$ cat src/rtl/alu_op_issuer.sv
// -----------------------------------------------------------------------------
// alu_op_issuer
//
// Sequential front end for the combinational ALU. It takes one operation
// request at a time through a valid/ready handshake and drives the operands and
// opcode onto the ALU for one cycle. It then captures the ALU result and flags
// and offers them back through a second valid/ready handshake.
//
// Illegal opcodes never reach the ALU. They answer with Error=1 and a zeroed
// result and zeroed flags.
//
// State sequence:
//   legal opcode:   IDLE -> EXEC -> RESP -> IDLE
//   illegal opcode: IDLE -> RESP -> IDLE
//
// Optional feature:
//   Define ALU_ISSUER_OVERFLOW_EN to add the output_Overflow port. It reports
//   signed overflow for add and sub and is registered together with the flags.
//
// Ports:
//   input_CLK         clock, rising edge
//   input_Reset       asynchronous active-high reset
//   input_ReqValid    request valid
//   output_ReqReady   request ready (high only in IDLE)
//   input_Opcode      requested ALUOp
//   input_OperandA/B  request operands
//   output_ALU_A/B    operands driven to the ALU
//   output_ALUOp      opcode driven to the ALU (IDLE_ALUOP when no op in flight)
//   input_ALUResult   ALU result
//   input_Zero        ALU zero flag
//   input_Negative    ALU negative flag
//   output_RespValid  response valid
//   input_RespReady   response ready
//   output_Result     captured result
//   output_Flags      captured {Z,N,C}
//   output_Error      1 = illegal opcode (result and flags are 0)
//   output_Busy       1 whenever the state is not IDLE
//   output_Overflow   signed overflow (present only with ALU_ISSUER_OVERFLOW_EN)
// -----------------------------------------------------------------------------
module alu_op_issuer #(
    parameter int          DATA_WIDTH = 16,
    parameter logic [3:0]  IDLE_ALUOP = 4'b1100
) (
    input  logic                  input_CLK,
    input  logic                  input_Reset,
    input  logic                  input_ReqValid,
    output logic                  output_ReqReady,
    input  logic [3:0]            input_Opcode,
    input  logic [DATA_WIDTH-1:0] input_OperandA,
    input  logic [DATA_WIDTH-1:0] input_OperandB,
    output logic [DATA_WIDTH-1:0] output_ALU_A,
    output logic [DATA_WIDTH-1:0] output_ALU_B,
    output logic [3:0]            output_ALUOp,
    input  logic [DATA_WIDTH-1:0] input_ALUResult,
    input  logic                  input_Zero,
    input  logic                  input_Negative,
    output logic                  output_RespValid,
    input  logic                  input_RespReady,
    output logic [DATA_WIDTH-1:0] output_Result,
    output logic [2:0]            output_Flags,
    output logic                  output_Error,
    output logic                  output_Busy
`ifdef ALU_ISSUER_OVERFLOW_EN
    ,
    output logic                  output_Overflow
`endif
);

    localparam logic [3:0] OP_ADD = 4'b0000;
    localparam logic [3:0] OP_SUB = 4'b0001;

    typedef enum logic [1:0] {
        ST_IDLE = 2'd0,
        ST_EXEC = 2'd1,
        ST_RESP = 2'd2
    } state_t;

    state_t                state_reg, state_next;
    logic [DATA_WIDTH-1:0] alu_a_reg, alu_b_reg;
    logic [3:0]            alu_op_reg;
    logic [DATA_WIDTH-1:0] result_reg;
    logic [2:0]            flags_reg;
    logic                  error_reg;

    logic                  accept;
    logic                  opcode_legal;
    logic [DATA_WIDTH:0]   sum_ext;
    logic                  carry_next;

    // Legal codes are 0000..1001 plus 1100 (pass-B).
    assign opcode_legal = (input_Opcode <= 4'b1001) || (input_Opcode == 4'b1100);
    assign accept       = input_ReqValid && (state_reg == ST_IDLE);

    // Carry comes from the operands we drove, not from the ALU. This keeps
    // the flag independent of how the ALU reports carry.
    assign sum_ext = {1'b0, alu_a_reg} + {1'b0, alu_b_reg};

    always_comb begin
        carry_next = 1'b0;
        case (alu_op_reg)
            OP_ADD:  carry_next = sum_ext[DATA_WIDTH];
            OP_SUB:  carry_next = (alu_a_reg < alu_b_reg);
            default: carry_next = 1'b0;
        endcase
    end

`ifdef ALU_ISSUER_OVERFLOW_EN
    logic overflow_reg;
    logic overflow_next;
    localparam int MSB = DATA_WIDTH - 1;

    always_comb begin
        overflow_next = 1'b0;
        case (alu_op_reg)
            OP_ADD:  overflow_next = (alu_a_reg[MSB] == alu_b_reg[MSB]) &&
                                     (input_ALUResult[MSB] != alu_a_reg[MSB]);
            OP_SUB:  overflow_next = (alu_a_reg[MSB] != alu_b_reg[MSB]) &&
                                     (input_ALUResult[MSB] != alu_a_reg[MSB]);
            default: overflow_next = 1'b0;
        endcase
    end

    assign output_Overflow = overflow_reg;
`endif

    // State register
    always_ff @(posedge input_CLK or posedge input_Reset) begin
        if (input_Reset) begin
            state_reg <= ST_IDLE;
        end else begin
            state_reg <= state_next;
        end
    end

    // Next-state logic
    always_comb begin
        state_next = state_reg;
        case (state_reg)
            ST_IDLE: begin
                if (accept) begin
                    state_next = opcode_legal ? ST_EXEC : ST_RESP;
                end
            end
            ST_EXEC: state_next = ST_RESP;
            ST_RESP: begin
                if (input_RespReady) begin
                    state_next = ST_IDLE;
                end
            end
            default: state_next = ST_IDLE;
        endcase
    end

    // Datapath registers. Response fields change only on the accept edge for
    // an illegal opcode, or at the end of EXEC. This keeps them stable for the
    // whole RESP phase.
    always_ff @(posedge input_CLK or posedge input_Reset) begin
        if (input_Reset) begin
            alu_a_reg    <= '0;
            alu_b_reg    <= '0;
            alu_op_reg   <= IDLE_ALUOP;
            result_reg   <= '0;
            flags_reg    <= '0;
            error_reg    <= 1'b0;
`ifdef ALU_ISSUER_OVERFLOW_EN
            overflow_reg <= 1'b0;
`endif
        end else begin
            case (state_reg)
                ST_IDLE: begin
                    if (accept) begin
                        if (opcode_legal) begin
                            alu_a_reg  <= input_OperandA;
                            alu_b_reg  <= input_OperandB;
                            alu_op_reg <= input_Opcode;
                        end else begin
                            // ALU outputs stay parked on the idle opcode.
                            result_reg   <= '0;
                            flags_reg    <= '0;
                            error_reg    <= 1'b1;
`ifdef ALU_ISSUER_OVERFLOW_EN
                            overflow_reg <= 1'b0;
`endif
                        end
                    end
                end
                ST_EXEC: begin
                    result_reg   <= input_ALUResult;
                    flags_reg    <= {input_Zero, input_Negative, carry_next};
                    error_reg    <= 1'b0;
`ifdef ALU_ISSUER_OVERFLOW_EN
                    overflow_reg <= overflow_next;
`endif
                    alu_a_reg    <= '0;
                    alu_b_reg    <= '0;
                    alu_op_reg   <= IDLE_ALUOP;
                end
                default: ;
            endcase
        end
    end

    assign output_ReqReady  = (state_reg == ST_IDLE);
    assign output_RespValid = (state_reg == ST_RESP);
    assign output_Busy      = (state_reg != ST_IDLE);
    assign output_ALU_A     = alu_a_reg;
    assign output_ALU_B     = alu_b_reg;
    assign output_ALUOp     = alu_op_reg;
    assign output_Result    = result_reg;
    assign output_Flags     = flags_reg;
    assign output_Error     = error_reg;

endmodule

$ cat config.mk
export PLATFORM = sky130hd
export DESIGN_NAME = alu_op_issuer
export DESIGN_NICKNAME = d
export VERILOG_FILES = /design/src/rtl/alu_op_issuer.sv
export SDC_FILE = /design/constraint.sdc
export NUM_CORES = 1
export LEC_CHECK = 0
export CORE_MARGIN = 4
export CORE_UTILIZATION = 49
export CTS_BUF_LIST = sky130_fd_sc_hd__clkbuf_4 sky130_fd_sc_hd__clkbuf_8
export DETAILED_ROUTE_END_ITERATION = 10
export PLACE_DENSITY = 0.95
export SLEW_MARGIN = 25
export SYNTH_ARGS = -nofsm -noshare
export SYNTH_HDL_FRONTEND = slang
export SYNTH_SLANG_ARGS = --single-unit
$ cat constraint.sdc
create_clock -name input_CLK -period 3.6 [get_ports input_CLK]
set_input_delay 0.54 -clock input_CLK [delete_from_list [all_inputs] [get_ports input_CLK]]
set_output_delay 0.54 -clock input_CLK [all_outputs]
set_load 0.02 [all_outputs]
* Word level (Yosys, flattened, before mapping)
Index checks and enable logic that the tools add are counted.
** Storage, ports and cells
- Register bits after elaboration :: 58
- Bits in latches :: 0
- Bits in writable memories :: 0
- ROM bits :: 0
- Memories kept :: 0
** Operators by class
- $add $sub $neg :: 1
- Multiply operators :: 0
- Divide/modulo/power cells :: 0
- $lt $le $gt $ge :: 2
- Eq/ne operators :: 8
- Shift-type cells :: 0
- Multiplexer cells :: 23
- Bitwise operators :: 0
- Reduce and logical (&&, ||, !) cells :: 9
** Operators with widths (number)
- $mux W16 :: 6
- $pmux W16 S2 :: 3
- $add A16 B16 Y17 :: 1
- $lt A16 B16 Y1 :: 1
- $mux W4 :: 2
- $pmux W4 S2 :: 1
- $mux W2 :: 3
- $mux W3 :: 2
- $ne A2 B1 Y1 const B :: 3
- $pmux W2 S3 :: 1
- $pmux W3 S2 :: 1
- $reduce_and A3 Y1 :: 2
- $eq A4 B1 Y1 const B :: 1
- $eq A4 B4 Y1 const B :: 1
- $le A4 B4 Y1 const B :: 1
- $logic_not A4 Y1 :: 1
- $pmux W1 S2 :: 2
- $reduce_bool A2 Y1 :: 2
- $eq A2 B1 Y1 const B :: 1
- $eq A2 B2 Y1 const B :: 1
- $logic_not A2 Y1 :: 1
- $mux W1 :: 2
- $ne A2 B2 Y1 const B :: 1
- $reduce_and A2 Y1 :: 1
- other kinds (2) :: 2

* Depth between registers and ports, before layout
- Depth after elaboration :: 5
- Gate-level depth with buffers :: 7
- Gate-level depth less buffers :: 7

* Least setup slack after synthesis
Ideal clock, no wire load.
- Kind :: input -> register
- Start :: input output_ALU_B[11]
- End :: register flags_reg[0] (netlist: output_Flags[0])
- Arrival time :: 1.954 ns
- Required time :: 3.513 ns
- Slack :: 1.559 ns
- Stages on the path :: 8
- Path buffers :: 0
- Cell sequence :: dfrtp_1 -> inv_1 -> ha_1 -> or4_1 -> nor4b_1 -> o21a_1 -> o311ai_0 -> o211ai_1
** Between the ends
- Cells in the longest elaborated chain, start to end :: 3
- Elaborated cells between the ends (all ways) :: 4
- Those cells by class :: add/sub: 1; order compare: 1; mux: 2
** Ends and longest elaborated chain
- from (decl) :: RTL line 52 : output logic [DATA_WIDTH-1:0] output_ALU_B,
- $add A16 B16 Y17 / $lt A16 B16 Y1 (equally long branches) :: RTL line 96, 102
- $pmux W1 S2 * :: RTL line 100 : case (alu_op_reg)
- $pmux W3 S2 * :: RTL line 169 : case (state_reg)
- to (signal assigned) :: RTL line 189 : flags_reg <= {input_Zero, input_Negative, carry_next};
- to (decl) :: RTL line 82 : logic [2:0] flags_reg;
Every way passes the cells marked *; elsewhere a longest branch is shown, timed or not.
A chain may end at the register's enable or synchronous reset.

* Final worst setup path
- Start :: input state_reg[0]
- End :: output output_ReqReady
** Between the ends
- Cells in the longest elaborated chain, start to end :: 1
** Ends and longest elaborated chain
- from (decl) :: RTL line 78 : state_t state_reg, state_next;
- $logic_not A2 Y1 :: RTL line 203 : assign output_ReqReady = (state_reg == ST_IDLE);
- to (decl) :: RTL line 47 : output logic output_ReqReady,
No other way between the ends.

==> impl_metrics.ini <==
[detailed_routing]
m1WireLength_mm = 2.90
ant_nets = 0
wl_mm = 7.66
vias_per_cell = 5.22
remaining_drc_errors = 0
post_drt_wl_per_cell_um = 14.9
wl_met3_um = 793
dr_wl_met2_mm = 3.76
top_layer = met4
first_iter_violations = 86
dr.pass1.iters = 4
num_vias = 2684

[yosys]
yosysTopAreaCell = dfrtp_1
synthCells = 317
synth.area.mux_share_pct = 0
synth_top_family_by_area = compound AO/OA/AOI/OAI gates
synthAdderAreaFrac_pct = 12.6
async_reset_ff_share_pct = 100
yosys_warnings = 0
synthSimpleGateAreaFrac_pct = 16.2
ys_seq_elements = 58
synthXorXnorAreaFrac_pct = 0
synth-compound-area-share_pct = 17.2
netlist_area_um2 = 2980
synth.area.top_cells = dfrtp_1 47%, ha_1 13%, nand2_1 9.3%
synth_top_cell_area_share_pct = 47.1
synth_ff_type = dfrtp_1
synth_cell_types = 36
seq_area_frac_synth_pct = 48.9
synth_edf_count = 0
synth_nets = 405
syn_area_per_cell_um2 = 9.39

[power_and_ir_drop]
finalPower_mw = 3.89
p_per_area_nw_per_um2 = 881
ir_worst_vdd_mv = 0.566
leakagePower_nw = 2.09

[sta]
finalWorstSetupSlack_ps = 1280
slew_headroom_pct = 44.8
setup_tns_ps = 0
fin_skew_ps = 3.56
maxSlewViolCount = 0
worstMarginPinSlew_ps = 827
rsz0062_at_grt = false
post-route-min-period_ps = 2320
hold_viol = 0
final.period_utilization_pct = 64.6
whs_ps = 498
fmax_ghz = 0.430
setup_viol = 0

[critical_path]
slowest_stage = clkdlybuf4s50_1
worstRegToRegCells = 7
end_kind = primary output
start_kind = register
path_delay_family = buffers and inverters
arrival_ps = 1780
crit_buf_inv = 2
critPathRequiredTime_ps = 3060
path_cells = or2_2, inv_1, clkdlybuf4s50_1
critPathMaxFanout = 5
cp.depth = 3
cpPeakStageDelay_ps = 610
path_class = reg2out

[floorplanning]
core-area_um2 = 5920
ios = 117
die_w_um = 85.9
die-area_um2 = 7380
die_y_um = 85.9
start_util_pct = 50.3
rows = 28

[clock_network]
ctsRootBufferMaster = clkbuf_8
cts_hold_buf = 0
numCtsBuffers = 9
clk_latency_ps = 330
cts_tree = done
cts_buffer_depth = 2
cts_resized = 0
cts_setup_buffers = 0
clkTransAtPathRegs_ps = 60
cts_sinks = 58
h-tree-depth = 3

[global_route]
antenna_found_initial = 0
grt_pass1_vias = 2815
grt.overflow.total = 0
grt_max_degree = 50
grt_pass1_wl_mm = 12.3
grt.total_usage_pct = 21.3

[final_layout]
nets = 522
final_area_um2 = 4410
num-fill-cells = 418
final_util_pct = 74.6
layout_common_cells = 116 x clkdlybuf4s50_1, 74 x nand2_1, 56 x dfrtp_1
syn_to_final_growth_pct = 48.4
final_common_cell = clkdlybuf4s50_1
drive_above_1_share_pct = 6.38
antennaDiodeCount = 0
fin_cells = 514

[placed_design]
place.port_buffers = 116
placed_area_um2 = 4220
dpl.cell_count = 498
gp_congestion = 0.830
place_ws_ps = 1220
hpwl_mm = 5.90

[outcome]
outcome = finished, final reports clean

[worst_hold_path]
hold_depth = 1
hold_path.class = reg2reg

[flow_run]
cap_violations = 0
-- cell families after synthesis --
| family | Yosys count |
|---|---|
| fa+ha+maj | 30 |
| buf+inv | 38 |
| flops | 58 |
| simple gates | 109 |
| compound gates | 82 |
-- cells in the mapped netlist, drive strengths merged, types with 3 or more instances --
master	n
a21oi	10
a22o	18
clkbuf	13
dfrtp	56
ha	30
inv	23
nand2	74
nor2	13
nor2b	5
nor4b	3
o21ai	44
-- final timing paths --
kind | start | endpoint | slack (ps)
min in group asynchronous | input_Reset | output_ALU_B[10] | 670
setup reg to reg | output_ALU_B[11] | output_Flags[0] | 1440
hold / removal | output_Result[14] | output_Result[14] | 500
hold reg to reg | output_Result[14] | output_Result[14] | 500
max in group asynchronous | input_Reset | output_ALU_A[2] | 2300
setup / recovery | state_reg[0] | output_ReqReady | 1280
-- worst reg2reg max path, cell delays in order, from the launching register on --
cell and delay [ps]:
dfrtp_1 390, inv_1 60, ha_1 320, or4_1 570, nor4b_1 310, o21a_1 180, o311ai_0 130, o211ai_1 110
-- final cells by class --
class	count	area [um^2]	share of cell area, %
well taps	75	93.8	2.13
clock buffers	14	180	4.08
clock inverters	2	10.0	0.227
multi-input cells	221	1380	31.2
repair buffers	121	1210	27.4
inverters	23	87.6	1.98
flip-flops and latches	58	1450	32.9
-- layer usage --
metal	vias up	track usage, %
met5	-	0
met4	0	10.9
met3	17	8.65
met2	106	35.5
met1	1256	23.4
li1	1305	-
-- power by group --
part,leakage (nW),switching [mW],total (mW),internal (mW)
Sequential,0.730,0.303,1.26,0.960
Clock,0.103,0.238,0.557,0.319
Combinational,1.25,1.08,2.07,0.990
(Power assumes the default switching activity.)
